==> config.mk <==
export PLATFORM = sky130hd
export DESIGN_NAME = spike_rate_decoder
export DESIGN_NICKNAME = d
export VERILOG_FILES = /design/src/rtl/spike_rate_decoder.sv
export SDC_FILE = /design/constraint.sdc
export NUM_CORES = 1
export LEC_CHECK = 0
export CELL_PAD_IN_SITES_DETAIL_PLACEMENT = 1
export CELL_PAD_IN_SITES_GLOBAL_PLACEMENT = 2
export CORE_MARGIN = 8
export CORE_UTILIZATION = 39
export CTS_CLUSTER_SIZE = 12
export DETAILED_ROUTE_END_ITERATION = 6
export GPL_TIMING_DRIVEN = 0
export HOLD_SLACK_MARGIN = 0.06
export PLACE_DENSITY_LB_ADDON = 0.2
export REMOVE_ABC_BUFFERS = 1
export SKIP_LAST_GASP = 1
export SYNTH_ARGS = -nofsm -noshare
export SYNTH_HDL_FRONTEND = slang
export SYNTH_SLANG_ARGS = --single-unit
==> constraint.sdc <==
create_clock -name clk -period 2.95 [get_ports clk]
set_input_delay 0.59 -clock clk [delete_from_list [all_inputs] [get_ports clk]]
set_output_delay 0.59 -clock clk [all_outputs]
set_load 0.1 [all_outputs]
==> src/rtl/spike_rate_decoder.sv <==
// spike_rate_decoder: counts spikes per channel over a programmable window,
// then streams one {channel, count} word per channel through a valid/ready port.
// Build option: define SPIKE_RATE_DECODER_SAT_EN for saturating counters;
// the default build wraps counters modulo 2^CNT_W.
module spike_rate_decoder #(
  parameter int NUM_CH = 8,
  parameter int CNT_W  = 8,
  parameter int WIN_W  = 8,
  localparam int CH_W  = (NUM_CH > 1) ? $clog2(NUM_CH) : 1
) (
  input  logic              clk,
  input  logic              rst,
  input  logic [NUM_CH-1:0] spike_in,
  input  logic [WIN_W-1:0]  win_len,
  input  logic              start,
  output logic              busy,
  output logic              out_valid,
  input  logic              out_ready,
  output logic [CH_W-1:0]   out_ch,
  output logic [CNT_W-1:0]  out_count,
  output logic              done
);

  typedef enum logic [1:0] {IDLE, ACCUM, DRAIN} state_t;

  localparam logic [CH_W-1:0]  LAST_CH = CH_W'(NUM_CH - 1);
  localparam logic [WIN_W-1:0] ONE_WIN = WIN_W'(1);

  state_t           state;
  logic [WIN_W-1:0] remain;
  logic [CNT_W-1:0] cnt [NUM_CH];
  logic             start_ok;
  logic             accum_en;

  // A start is taken only from IDLE, and never in the cycle done is pulsing.
  assign start_ok = (state == IDLE) && start && !done;
  assign accum_en = (state == ACCUM);

  // Main controller: window countdown, readout sequencing and registered flags.
  always_ff @(posedge clk or posedge rst) begin
    if (rst) begin
      state     <= IDLE;
      remain    <= '0;
      busy      <= 1'b0;
      out_valid <= 1'b0;
      out_ch    <= '0;
      done      <= 1'b0;
    end else begin
      done <= 1'b0;
      case (state)
        IDLE: begin
          if (start_ok) begin
            // A zero length still gives a one-cycle window.
            remain <= (win_len == '0) ? ONE_WIN : win_len;
            busy   <= 1'b1;
            state  <= ACCUM;
          end
        end
        ACCUM: begin
          if (remain == ONE_WIN) begin
            remain    <= '0;
            out_ch    <= '0;
            out_valid <= 1'b1;
            state     <= DRAIN;
          end else begin
            remain <= remain - ONE_WIN;
          end
        end
        DRAIN: begin
          if (out_ready) begin
            if (out_ch == LAST_CH) begin
              out_valid <= 1'b0;
              out_ch    <= '0;
              busy      <= 1'b0;
              done      <= 1'b1;
              state     <= IDLE;
            end else begin
              out_ch <= out_ch + 1'b1;
            end
          end
        end
        default: state <= IDLE;
      endcase
    end
  end

  // One independent counter per channel; all channels may count in the same cycle.
  for (genvar gi = 0; gi < NUM_CH; gi++) begin : g_ch
    logic [CNT_W-1:0] count_reg;

    // Clear on window start, count sampled spikes only while accumulating.
    always_ff @(posedge clk or posedge rst) begin
      if (rst) begin
        count_reg <= '0;
      end else if (start_ok) begin
        count_reg <= '0;
      end else if (accum_en && spike_in[gi]) begin
`ifdef SPIKE_RATE_DECODER_SAT_EN
        if (count_reg != '1) begin
          count_reg <= count_reg + 1'b1;
        end
`else
        count_reg <= count_reg + 1'b1;
`endif
      end
    end

    assign cnt[gi] = count_reg;
  end

  // Readout mux is forced to zero whenever no word is being presented.
  assign out_count = out_valid ? cnt[out_ch] : '0;

endmodule

==> results of run 1 <==
-- power breakdown --
group	total (uW)	internal, uW	leakage (uW)	switching [uW]
Sequential	1920	1420	0.00101	498
Clock	1180	721	0.000148	457
Combinational	936	464	0.00103	473
Total	4030	2600	0.00218	1430
-- critical path, cell delays in order (launching register included) --
cell,delay [ps]
dfrtp_2,650
mux4_2,580
a22o_1,210
clkdlybuf4s15_2,470
-- final cells by class --
| type | count | share of cell area |
|---|---|---|
| inverters | 15 | 0.0109 |
| well taps | 147 | 0.0339 |
| multi-input cells | 330 | 0.452 |
| clock buffers | 13 | 0.0499 |
| repair buffers | 41 | 0.0760 |
| clock inverters | 2 | 0.00693 |
| flip-flops and latches | 80 | 0.370 |
-- synthesized netlist by cell type, types with 3 or more instances --
library cell,number
o31ai_1,18
nand4_1,10
buf_1,6
nor4_1,7
o211ai_2,4
a22o_1,8
xor2_1,13
buf_2,8
or2b_1,4
xnor2_1,3
nand4b_1,9
nand3b_1,7
nand2_1,56
nor2_1,18
o211ai_1,7
inv_1,15
nor3_1,9
o21ai_0,14
or4_1,9
mux4_2,16
mux2i_1,14
buf_6,4
dfrtp_1,80
ha_1,12
a21oi_1,28
or3_1,12
nand3_1,21
-- timing repair --
item | 4_1_cts | 5_1_grt
setup endpoints to repair | 14 | 3
resized for setup | 30 | 5
hold endpoints to repair | 0 | 0
hold buffers | 0 | 0
setup buffers | 1 | 0
-- kinds of logic (layout without fill, tap and decap cells) --
kind of cell / Yosys count / in the layout
DFF: 80 / 80
buffers and inverters: 37 / 71
muxes: 31 / 31
and+or+nand+nor: 179 / 179
AOI/OAI and AO/OA: 92 / 92
xor gates and xnor gates: 16 / 16
adders and majority gates: 12 / 12
-- metrics by stage --
stage	area, sq um	std cells	total power [uW]
floorplan	4500	425	2490
global placement	5010	605	2810
detailed placement	5100	612	2880
CTS	5430	628	4080
global route	5420	628	4290
finish	5420	628	4030
-- worst paths after layout --
path | from | end | slack, ps | cells after the start
setup reg to reg | state[0] | remain[4] | 290 | 3
setup / recovery | out_ch[1] | out_count[0] | 100 | 3
min in group asynchronous | rst | remain[1] | 620 | 2
hold / removal | busy | busy | 480 | 1
hold reg to reg | busy | busy | 480 | 1
max in group asynchronous | rst | out_ch[0] | 1710 | 3
-- layout by cell type, fill, tap and decap left out, types with 2 or more instances in the layout --
cell type,count
buf_4,5
clkdlybuf4s15_2,5
o211ai_1,7
a22o_1,8
a21o_1,2
o21ai_0,14
or2b_1,4
or3_1,12
nor3_1,9
mux4_2,16
buf_6,2
nand4b_1,9
nand4_1,10
nor4_1,7
xor2_1,13
nand3b_4,2
dfrtp_1,78
clkbuf_16,9
inv_1,14
or4b_4,2
o211ai_2,4
nand3b_1,7
clkdlybuf4s50_1,24
xnor2_1,3
o31ai_1,18
buf_2,3
or4_1,9
mux2i_1,14
ha_1,12
a21oi_1,28
nand2_1,56
clkbuf_8,3
nand2b_1,2
nand3_1,21
nor3b_1,2
nor2_1,18
-- layer usage --
layer | global-route usage | up-vias | share of wire
met1 | 0.234 | 1906 | 0.49
met5 | 0 | - | 0
met4 | 0.0652 | 0 | 0.015
li1 | - | 1736 | -
met2 | 0.263 | 66 | 0.46
met3 | 0.0285 | 11 | 0.038
==> impl_metrics.ini, run 1 <==
[status]
status = complete, no violations

[route]
drtIter0Drc = 249
vias_per_cell = 5.92
drc_errors = 0
dr.pass1.iters = 4
num_vias = 3719
routedWlPerCell_um = 20.6
drtAntennaViolNets = 0
routed_wl_um = 12900

[floorplanning]
io-pin-count = 34
rows = 40
die_y_um = 125
core_sq_um = 11800
initial_core_util = 0.393
die_w_um = 125
design.die.area_sq_um = 15600

[sta]
post-route-period-util = 0.967
hold_ws_ps = 481
skew_ps = 9.04
hold_viol_final = 0
setup_viol_count_final = 0
fmax_ghz = 0.351
rsz0062_at_grt = no
min_period_ps = 2850
tns_ps = 0
max_slew_margin = 0.192
setup_ws_ps = 97.4
maxSlewViolCount = 0
worst_pin_slew_ps = 1210

[synthesis]
synth_top_family_by_area = simple AND/OR/NAND/NOR gates
synth_seq_cells = 80
synth_mux_area_frac = 0.110
synth_area_per_cell_sq_um = 10.4
ys.flop_type = dfrtp_1
yosysTopAreaCellShare = 0.432
synthesis.area_sq_um = 4640
netlist_top_cells_area = dfrtp_1, mux4_2, nand2_1
synth_compound_area_frac = 0.134
synth_edf_count = 0
yosysUniqueCellTypes = 56
ys_seq_area_frac = 0.432
synthAdderAreaFrac = 0.0324
synth_warnings = 0
async_flop_share = 1.00
synthSimpleGateAreaFrac = 0.219
synth_top_cell_by_area = dfrtp_1
synth_xor_area_frac = 0.0302
synthCells = 447

[cts]
tritoncts = yes
htreeDepth = 3
clk_pin_slew_ps = 60
clkSinkCount = 80
clock_path_buffers = 2
cts_buffers = 9
cts-root-buf = clkbuf_16
clock_latency_ps = 350

[final_layout]
largest_reg_flops = 64
fillers = 1312
area_growth_pct = 16.8
ff_latch_area_sq_um = 2010
utilization = 0.459
multi_input_area_sq_um = 2450
diodes = 0
drive_gt1_frac = 0.133
layout.nets = 509

[setup_path]
cp_max_fo = 19
cp-end-kind = primary output
critPathKind = reg2out
startpoint_type = register
required_ps = 2360
arrival_ps = 2260

[placement]
port_buffers = 33
dp_slack_ps = -670
globalplace.congestion = 0.739
hpwl_um = 9170

[min_path]
hold_class = reg2reg

[power]
power.leakage_uw = 0.00218
cellPowerDensity_nw_per_um2 = 744
ir_drop_mv = 0.273

[global_routing]
grt_max_degree = 48
grt_pass1_vias = 3776
overflow = 0
grt_pass1_wl_um = 21100
grt_usage = 0.170
antenna_found_initial = 0

[flow_run]
cap_violations = 0
(Power assumes the default switching activity.)
==> run 2: changes to the inputs <==
==> constraint.sdc (replaced) <==
create_clock -name clk -period 2.95 [get_ports clk]
set_input_delay 0.7375 -clock clk [delete_from_list [all_inputs] [get_ports clk]]
set_output_delay 0.7375 -clock clk [all_outputs]
set_load 0.1 [all_outputs]
==> run 2 against run 1 <==
First-iteration DRC count fell by 1.6%. Design area rose by 0.21%. Final cell count rose by 0.32%. Power barely moved. Clock skew fell by 0.61 ps. Global-route usage barely moved.
==> impl_metrics.ini, run 2 (same netlist as run 1, synthesis figures left out) <==
[status]
status = complete, no violations

[cts]
clock_path_buffers = 2
clk_pin_slew_ps = 60
clock_latency_ps = 350
clkSinkCount = 80
cts-root-buf = clkbuf_16
cts_buffers = 9
tritoncts = yes
hold_buffers = 0
htreeDepth = 3

[setup_path]
startpoint_type = register
critPathBufInv = 1
cp_max_fo = 19
path_cells = clkdlybuf4s50_1
critPathKind = reg2out
critical-path-max-stage-delay_ps = 1190
cp-end-kind = primary output
cpMaxStageDelayCell = clkdlybuf4s50_1
arrival_ps = 2130
required_ps = 2210
critPathTopFamily = buffers and inverters

[global_routing]
grt_usage = 0.171
grt_pass1_vias = 3789
grt_max_degree = 48
overflow = 0
antenna_found_initial = 0
grt_pass1_wl_um = 21100

[floorplanning]
design.die.area_sq_um = 15600
initial_core_util = 0.393
die_y_um = 125
io-pin-count = 34
core_sq_um = 11800
die_w_um = 125
rows = 40

[route]
drtIter0Drc = 245
routedWlPerCell_um = 20.5
wl_met3_um = 319
wirelength_met1_um = 6500
met2_length_um = 5920
routed_wl_um = 12900
vias_per_cell = 5.87
dr.pass1.iters = 4
top_layer = met4
drtAntennaViolNets = 0
drc_errors = 0
num_vias = 3701

[sta]
fmax_ghz = 0.348
post-route-period-util = 0.974
rsz0062_at_grt = no
skew_ps = 8.42
worst_pin_slew_ps = 1200
max_slew_margin = 0.200
hold_viol_final = 0
min_period_ps = 2870
setup_viol_count_final = 0
setup_ws_ps = 77.7
maxSlewViolCount = 0

[final_layout]
diodes = 0
area_growth_pct = 17.1
final_common_cell = dfrtp_1
final_cell_mix = dfrtp_1, nand2_1, a21oi_1
largest_reg_flops = 64
drive_gt1_frac = 0.137
layout.nets = 511

[placement]
hpwl_um = 9170
globalplace.congestion = 0.739
port_buffers = 33
dp_slack_ps = -817

[min_path]
hold_class = reg2reg

[power]
power_uw = 4030
cellPowerDensity_nw_per_um2 = 743
ir_drop_mv = 0.273
power.leakage_uw = 0.00221

[flow_run]
cap_violations = 0
run 2: changes by cell type in the layout (fill, tap and decap cells not counted):
cell and change:
buf_2 +5, clkdlybuf4s15_2 -5, buf_12 +2, dfrtp_2 -1, dfrtp_4 +1
run 2: cell type report:
class,count,area [sq um]
multi-input cells,330,2450
well taps,147,184
fillers,1309,6380
clock inverters,2,37.5
flip-flops and latches,80,2010
clock buffers,13,270
repair buffers,43,420
inverters,15,58.8
run 2: power breakdown:
part	internal [uW]	switching [uW]	leakage, uW	total (uW)
Clock	721	459	0.000148	1180
Sequential	1420	499	0.00101	1920
Combinational	464	473	0.00105	937
Total	2600	1430	0.00221	4030
run 2: through the flow:
step                      hold WS (ps)  std cells  area (sq um)  TNS [ps]   util
after floorplan                    466        425          4500   -134540      -
after global placement             464        605          5010   -448920  0.424
after detailed placement           472        612          5100     -6810  0.432
after CTS                          491        630          5440     -12.8  0.460
after global routing               512        630          5430         0  0.460
final                              482        630          5430         0  0.460
run 2: metal layers:
| layer | up-vias | track usage |
|---|---|---|
| met5 | - | 0 |
| met4 | 0 | 0.0652 |
| met3 | 11 | 0.0289 |
| met2 | 55 | 0.262 |
| met1 | 1896 | 0.235 |
| li1 | 1739 | - |
run 2: final timing paths:
path                       cells after the start  startpoint   endpoint  slack, ps
setup / recovery                               1   out_ch[1]  out_ch[1]         80
min in group asynchronous                      2         rst  remain[1]        770
max in group asynchronous                      3         rst  out_ch[1]       1560
setup reg to reg                               3    state[0]  remain[4]        310
hold / removal                                 1        busy       busy        480
hold reg to reg                                1        busy       busy        480
run 2: timing repair:
item,in CTS,in global routing
resized for setup,41,5
endpoints found under the setup margin,14,3
buffers inserted,3,0
cloned,0,0
==> run 3: changes to the inputs <==
--- a/config.mk
+++ b/config.mk
@@ -7,7 +7,6 @@
 export LEC_CHECK = 0
 export CELL_PAD_IN_SITES_DETAIL_PLACEMENT = 1
 export CELL_PAD_IN_SITES_GLOBAL_PLACEMENT = 2
-export CORE_MARGIN = 8
 export CORE_UTILIZATION = 39
 export CTS_CLUSTER_SIZE = 12
 export DETAILED_ROUTE_END_ITERATION = 6
==> run 3 against run 2 <==
Via count grew 1.4%. Non-clock buffer count grew 1. Highest routed layer unchanged. Count of clock-buffer cells in the layout shrank 4. Combinational power grew 1%. Design area grew 0.48%. Clock power grew 9%. Die area shrank 21%. Flip-flop and latch count is the same. The flow now finishes with violations (DRC). Final cell count shrank 0.48%. Global-route usage grew 5.7 points. Maximum frequency shrank 1.2%. Power grew 3.0%.
==> impl_metrics.ini, run 3 (same netlist as run 1, synthesis figures left out) <==
[sta]
setup_viol_count_final = 0
min_period_ps = 2910
maxSlewViolCount = 0
worst_pin_slew_ps = 1190
rsz0062_at_grt = no
hold_viol_final = 0
max_slew_margin = 0.209
fmax_ghz = 0.344
post-route-period-util = 0.986
skew_ps = 5.05

[final_layout]
largest_reg_flops = 64
area_growth_pct = 17.6
final_cell_mix = dfrtp_1, nand2_1, a21oi_1
layoutNonFillerInstCount = 627
diodes = 0
drive_gt1_frac = 0.143
layout.nets = 512
utilization = 0.474
final_area_sq_um = 5460
final_common_cell = dfrtp_1

[cts]
clock_latency_ps = 350
cts_buffers = 9
tritoncts = yes
clock_path_buffers = 2
clk_pin_slew_ps = 60
clkSinkCount = 80
cts-root-buf = clkbuf_16
htreeDepth = 3

[floorplanning]
core_sq_um = 11500
initial_core_util = 0.403
die_y_um = 111
io-pin-count = 34
die_w_um = 111
rows = 39
design.die.area_sq_um = 12300

[setup_path]
reg2reg_from = state[0]
arrival_ps = 2170
critical-path-max-stage-delay_ps = 500
cp_max_fo = 8
reg2reg_depth = 3
startpoint_type = register
critPathKind = reg2out
required_ps = 2210
path_cells = buf_12 -> mux4_2 -> a22o_1 -> clkdlybuf4s15_2
r2r_slack_ps = 310
cpMaxStageDelayCell = mux4_2
rr_endpoint = remain[4]
cp-end-kind = primary output

[route]
dr.pass1.iters = 6
vias_per_cell = 5.99
drc_errors = 4
routed_wl_um = 12700
routedWlPerCell_um = 20.3
drtAntennaViolNets = 0
num_vias = 3753
drtIter0Drc = 248

[min_path]
hold_start = busy
min_to = busy
hold_path_depth = 1
hold_class = reg2reg

[status]
violations = DRC
status = complete, but fails checks

[global_routing]
grt_pass1_vias = 3973
overflow = 0
grt_max_degree = 43
grt_usage = 0.228
antenna_found_initial = 0
grt_pass1_wl_um = 21600

[power]
p_seq_frac = 0.460
p_clk_frac = 0.311
power.leakage_uw = 0.00221
p_int_uw = 2700
ir_drop_mv = 0.300
sw_frac_of_total = 0.349
power_frac_comb = 0.228
power_uw = 4150
p_sw_uw = 1450
cellPowerDensity_nw_per_um2 = 761

[flow_run]
cap_violations = 0

[placement]
hpwl_um = 9020
place_area_sq_um = 5090
globalplace.congestion = 0.770
port_buffers = 33
place_inst = 608
-- run 3: changes by cell type in the layout (fill, tap and decap cells not counted), sizes merged, moves of 2 or more --
cell | previous run | this run
buf | 18 | 16
bufinv | 1 | 3
clkbuf | 13 | 9
clkdlybuf4s15 | 0 | 3
clkinv | 0 | 3
dlygate4sd2 | 0 | 2
-- run 3: area by class of cell --
| type | count | area (sq um) |
|---|---|---|
| Fill cell | 1255 | 6060 |
| Multi-Input combinational cell | 330 | 2450 |
| Clock buffer | 9 | 225 |
| Tap cell | 143 | 179 |
| Timing Repair Buffer | 44 | 425 |
| Clock inverter | 6 | 109 |
| Inverter | 15 | 58.8 |
| Sequential cell | 80 | 2010 |
-- run 3: critical path: cells and delay by family (launching register included) --
family | cells | cell delay [ps]
multiplexers | 1 | 500
AO/OA/AOI/OAI | 1 | 260
buffers and inverters | 2 | 610
flip-flops | 1 | 450
-- run 3: power groups by stage --
stage	registers (uW)	clock network, uW	logic [uW]
after CTS	1910	1320	968
after global placement	1920	0	879
after floorplan	1740	0	751
final	1910	1290	948
after global routing	1980	1360	1100
after detailed placement	1930	0	957
-- run 3: per-stage QoR --
stage                     hold slack [ps]  setup TNS (ps)  worst slack, ps
after floorplan                       466         -134540            -3020
after global placement                464         -449610            -7110
after detailed placement              469           -6150             -754
after CTS                             487            -153            -57.3
after global routing                  511               0            0.752
final                                 481               0             42.1
-- run 3: timing repair --
action                     CTS  global route
buffers inserted             1             3
hold buffers                 0             0
resized for setup           40             1
hold endpoints to repair     0             0
setup endpoints to repair   14             6
gates cloned                 0             0
-- run 3: metal layers --
layer  track usage  share of wire  vias to the layer above  routed length [um]
li1              -              -                     1752                   -
met2         0.359           0.47                       50                5990
met3        0.0295          0.025                       14                 316
met4        0.0955          0.020                        0                 249
met1         0.316           0.48                     1937                6140
met5             0              0                        -                   0
-- run 3: worst max path at each step --
stage	from	slack [ps]	endpoint	cells past startpoint
6_report	out_ch[0]	40	out_count[5]	4
5_1_grt	out_ch[0]	0.8	out_count[5]	4
4_1_cts	out_ch[0]	-60	out_count[0]	4
3_5_place_dp	out_ch[0]	-750	out_count[0]	3
3_3_place_gp	start	-7110	remain[4]	4
2_1_floorplan	done	-3020	remain[4]	3
